File: src/rtl/unified_mem_arbiter.sv
// Round-robin arbiter sharing one single-port synchronous memory between the
// instruction-fetch port and the load/store port, one transaction at a time.
module unified_mem_arbiter #(
  parameter int ADDR_WIDTH  = 16,
  parameter int MEM_LATENCY = 1
) (
  input  logic                  clk,
  input  logic                  reset,
  input  logic                  i_req,
  input  logic [ADDR_WIDTH-1:0] i_addr,
  output logic [31:0]           i_rdata,
  output logic                  i_ack,
  input  logic                  d_req,
  input  logic [ADDR_WIDTH-1:0] d_addr,
  input  logic [3:0]            d_wmask,
  input  logic [31:0]           d_wdata,
  output logic [31:0]           d_rdata,
  output logic                  d_ack,
  output logic                  mem_en,
  output logic [ADDR_WIDTH-1:0] mem_addr,
  output logic [3:0]            mem_wmask,
  output logic [31:0]           mem_wdata,
  input  logic [31:0]           mem_rdata,
  output logic                  busy
);

  typedef enum logic [1:0] {IDLE, ISSUE, WAIT, DONE} state_t;

  localparam logic       PORT_INST = 1'b0;
  localparam logic [2:0] CNT_INIT  = 3'(MEM_LATENCY - 1);

  state_t     state, state_nxt;
  logic       last_grant;
  logic       port_q;
  logic       grant;
  logic       grant_data;
  logic [2:0] wait_cnt;

  always_comb begin
    grant      = 1'b0;
    grant_data = 1'b0;
    state_nxt  = state;
    case (state)
      IDLE: begin
        if (i_req || d_req) begin
          grant      = 1'b1;
          // On a tie the port that did not win last time goes first.
          grant_data = d_req && (!i_req || (last_grant == PORT_INST));
          state_nxt  = ISSUE;
        end
      end
      // mem_wmask holds the latched mask only during ISSUE.
      ISSUE:   state_nxt = (mem_wmask != 4'b0000) ? DONE : WAIT;
      WAIT:    if (wait_cnt == 3'd0) state_nxt = DONE;
      DONE:    state_nxt = IDLE;
      default: state_nxt = IDLE;
    endcase
  end

  always_ff @(posedge clk) begin
    if (reset) begin
      state      <= IDLE;
      last_grant <= PORT_INST;
      port_q     <= PORT_INST;
      wait_cnt   <= 3'd0;
      i_ack      <= 1'b0;
      d_ack      <= 1'b0;
      i_rdata    <= 32'd0;
      d_rdata    <= 32'd0;
      mem_en     <= 1'b0;
      mem_wmask  <= 4'b0000;
      mem_addr   <= '0;
      mem_wdata  <= 32'd0;
    end else begin
      state     <= state_nxt;
      mem_en    <= grant;
      mem_wmask <= (grant && grant_data) ? d_wmask : 4'b0000;
      i_ack     <= (state_nxt == DONE) && (port_q == PORT_INST);
      d_ack     <= (state_nxt == DONE) && (port_q != PORT_INST);

      if (grant) begin
        last_grant <= grant_data;
        port_q     <= grant_data;
        mem_addr   <= grant_data ? d_addr : i_addr;
        if (grant_data) mem_wdata <= d_wdata;
      end

      if (state == ISSUE) wait_cnt <= CNT_INIT;
      else if (state == WAIT) wait_cnt <= wait_cnt - 3'd1;

      if ((state == WAIT) && (wait_cnt == 3'd0)) begin
        if (port_q == PORT_INST) i_rdata <= mem_rdata;
        else d_rdata <= mem_rdata;
      end
    end
  end

  assign busy = (state != IDLE);

endmodule

File: config.mk
export PLATFORM = sky130hd
export DESIGN_NAME = unified_mem_arbiter
export DESIGN_NICKNAME = d
export VERILOG_FILES = /design/src/rtl/unified_mem_arbiter.sv
export SDC_FILE = /design/constraint.sdc
export NUM_CORES = 1
export LEC_CHECK = 0
export CAP_MARGIN = 15
export CORE_MARGIN = 2
export CORE_UTILIZATION = 47
export CTS_BUF_LIST = sky130_fd_sc_hd__clkbuf_8
export CTS_CLUSTER_SIZE = 20
export DETAILED_ROUTE_END_ITERATION = 8
export GPL_TIMING_DRIVEN = 0
export HOLD_SLACK_MARGIN = 0.08
export PLACE_DENSITY = 0.89
export SLEW_MARGIN = 15
export SYNTH_ARGS = -nofsm -noshare
export SYNTH_HDL_FRONTEND = slang
export SYNTH_SLANG_ARGS = --single-unit
File: constraint.sdc
create_clock -name clk -period 4.2 [get_ports clk]
set_input_delay 1.26 -clock clk [delete_from_list [all_inputs] [get_ports clk]]
set_output_delay 1.26 -clock clk [all_outputs]
set_load 0.05 [all_outputs]
==> reports/results.tsv <==
stage	metric	value	unit
worst_setup_path	r2r_end	d_rdata[13]$_SDFFE_PP0P_	
worst_setup_path	cp-start-kind	register	
sta	setup_viol	0	
synth	synth_seq_cells	125	
grt	antenna_found_initial	0	
power_and_ir_drop	power.density	602	mW/mm2
routing	viasPerCell	5.65	
sta	worst_slack	0.408	ns
synth	syn_inst	586	
cts	clk_pin_slew_worst_paths	0.07	ns
worst_setup_path	cp-startpoint	state[0]$_SDFF_PP0_	
synth	synthXorXnorAreaFrac	0.00348	
floorplan	start_util	0.485	
cts	clockBufferDepth	2	
routing	wl	16.6	mm
final_layout	multi_input_area	0.00216	mm2
final_layout	n_fill_cell	714	
cts	htree_levels	4	
floorplan	core-area	0.0104	mm2
synth	yosys.area_share.simple	0.178	
floorplan	dieArea	0.0115	mm2
sta	rsz0062_at_grt	no	
place	dp.final_hpwl	12.4	mm
synth	synthAdderAreaFrac	0.0149	
outcome	status	complete, no violations	
final_layout	insertedDiodeCount	0	
final_layout	drive_gt1_frac	0.103	
worst_setup_path	cp_max_fo	10	
sta	relSlewSlack	0.567	
sta	fin_crit	3.79	ns
worst_setup_path	r2r_cells	7	
power_and_ir_drop	ir_drop	441	uV
synth	synth_area_per_cell	8.58	um2
cts	post_cts_buffers	0	
floorplan	fp-row-count	37	
cts	root_buffer	clkbuf_8	
place	dp_slack	0.867	ns
cts	cts_hold_buf	0	
synth	synth_compound_area_frac	0.233	
routing	firstDrtPassIters	6	
synth	synth_cell_types	35	
place	port_buffers	222	
routing	ant_nets	0	
cts	cts_resized	0	
grt	grt_max_degree	17	
flow_run	drv_cap	0	
floorplan	ios	224	
synth	ys_warn_count	0	
grt	track_usage	0.290	
sta	period_share	0.903	
cts	clkLatencyLatePin	0.43	ns
routing	drt_iter0_drc	416	
synth	syn_nets	696	
worst_setup_path	reg2reg_setup_slack	2.32	ns
final_layout	nNetsFinal	937	
grt	grt_pass1_vias	5361	
place	gp_congestion	0.864	
final_layout	area_delta_synth_final	55.5	%
worst_hold_path	hold_depth	2	
grt	grt_pass1_wl	26.5	mm
synth	synth_area	0.00503	mm2
sta	tightest_slew	0.649	ns
sta	slew_violations	0	
sta	max_freq	264	MHz
synth	synth_edf_count	0	
routing	routed-via-count	5505	
synth	synth_ff_type	dfxtp_1	
worst_hold_path	hold_end	d_rdata[25]$_SDFFE_PP0P_	
worst_setup_path	arrival	2.53	ns
routing	wire_per_inst	17.1	um
power_and_ir_drop	total_power	4.71	mW
power_and_ir_drop	p_leak	2.67	nW
cts	cts_buffers	17	
worst_setup_path	critPathRequiredTime	2.94	ns
worst_setup_path	reg2reg_from	state[0]$_SDFF_PP0_	
worst_setup_path	critPathKind	register to primary output	
worst_hold_path	min_path_type	register to register	
grt	grt_overflow	0	
floorplan	chipHeight	107	um
synth	synth-seq-area-share	0.498	
worst_hold_path	min_from	d_rdata[25]$_SDFFE_PP0P_	
cts	clock-sinks	125	
sta	skew	0.0132	ns
sta	final.setup.tns	0	ns
synth	synthArstFlopShare	0	
sta	finalHoldViolCount	0	
synth	synth_top_family_by_area	compound AO/OA/AOI/OAI gates	
worst_setup_path	end_kind	primary output	
routing	drc	0	
final_layout	seq_area	0.00250	mm2
cts	cts_tree	yes	
synth	synthMuxAreaShare	0	
floorplan	die_w	107	um
[synthesized netlist by cell type, types with 2 or more instances]
cell | count | area (um2)
nand2_1 | 131 | 492
nor4_1 | 15 | 93.8
dfxtp_1 | 125 | 2500
nor2_1 | 17 | 63.8
ha_1 | 6 | 75.1
buf_2 | 22 | 110
a21oi_1 | 84 | 420
buf_4 | 8 | 60.1
inv_1 | 7 | 26.3
clkbuf_1 | 26 | 97.6
nor3b_2 | 4 | 50.1
nor4b_1 | 2 | 17.5
a21oi_2 | 14 | 123
o2111ai_1 | 33 | 289
a2111oi_0 | 16 | 140
nor3_1 | 19 | 95.1
buf_6 | 6 | 67.6
o21ai_0 | 34 | 170
[critical path, cell delays in order, from the launching register on]
cell,delay [ns]
dfxtp_1,0.38
inv_1,0.10
ha_1,0.21
buf_4,0.18
inv_1,0.18
buf_2,0.23
clkdlybuf4s50_1,0.83
[cell usage in the layout (no fill, tap or decap), types with 2 or more instances in the layout]
| cell | n |
|---|---|
| buf_6 | 6 |
| buf_2 | 22 |
| a21oi_2 | 14 |
| nor2_1 | 17 |
| a21oi_1 | 84 |
| o2111ai_1 | 33 |
| dfxtp_1 | 125 |
| bufinv_16 | 3 |
| clkbuf_8 | 18 |
| nor3b_2 | 4 |
| buf_4 | 8 |
| clkbuf_1 | 26 |
| ha_1 | 6 |
| nand2_1 | 131 |
| o21ai_0 | 34 |
| clkdlybuf4s50_1 | 222 |
| a2111oi_0 | 16 |
| nor3_1 | 19 |
| clkinv_2 | 3 |
| nor4b_1 | 2 |
| inv_1 | 9 |
| nor4_1 | 15 |
| clkinvlp_4 | 4 |
[per-layer routing]
| layer | GRT usage | vias to the layer above | routed length, um |
|---|---|---|---|
| met5 | 0 | - | 0 |
| met4 | 0.104 | 0 | 374 |
| met3 | 0.0890 | 48 | 1750 |
| met1 | 0.341 | 2550 | 6470 |
| met2 | 0.498 | 347 | 8030 |
| li1 | - | 2560 | - |
[metrics by stage]
step	utilization	instance area (um2)	instances	hold slack (ns)
5_1_grt	0.754	7820	975	0.477
6_report	0.754	7820	975	0.456
3_5_place_dp	0.716	7420	944	0.448
3_3_place_gp	0.716	7420	944	0.442
4_1_cts	0.754	7820	975	0.458
2_1_floorplan	-	5030	586	0.457
[cell type report]
class,instances,share of cell area
buffer,63,0.0434
clock buffer,18,0.0317
clock inverter,13,0.0194
inverter,7,0.00336
multi-input combinational,391,0.276
sequential,125,0.320
tap,136,0.0218
timing repair buffer,222,0.284
[where the power goes]
part / total [mW] / switching (mW) / internal (mW)
clock network: 1.06 / 0.468 / 0.592
registers: 1.52 / 0.119 / 1.40
logic: 2.13 / 1.40 / 0.734
[state kept, by name (all words and copies together) (netlist names), 2 cells and up]
| name | count |
|---|---|
| wait_cnt | 3 |
| state | 2 |
| mem_wmask | 4 |
| mem_wdata | 32 |
| i_rdata | 32 |
| mem_addr | 16 |
| d_rdata | 32 |
[worst max-delay path by stage]
stage | to | slack [ns] | cells after the start
finish | busy | 0.41 | 6
global route | busy | 0.25 | 6
CTS | busy | 0.40 | 6
detailed placement | busy | 0.87 | 6
global placement | busy | 0.93 | 6
floorplan | busy | 1.74 | 5
[kinds of logic after synthesis]
family,count (synthesis)
xor gates and xnor gates,2
DFF,125
adders and majority gates,6
buffers and inverters,70
and+or+nand+nor,198
AOI/OAI and AO/OA,185
Power figures use the tool's default switching activity.
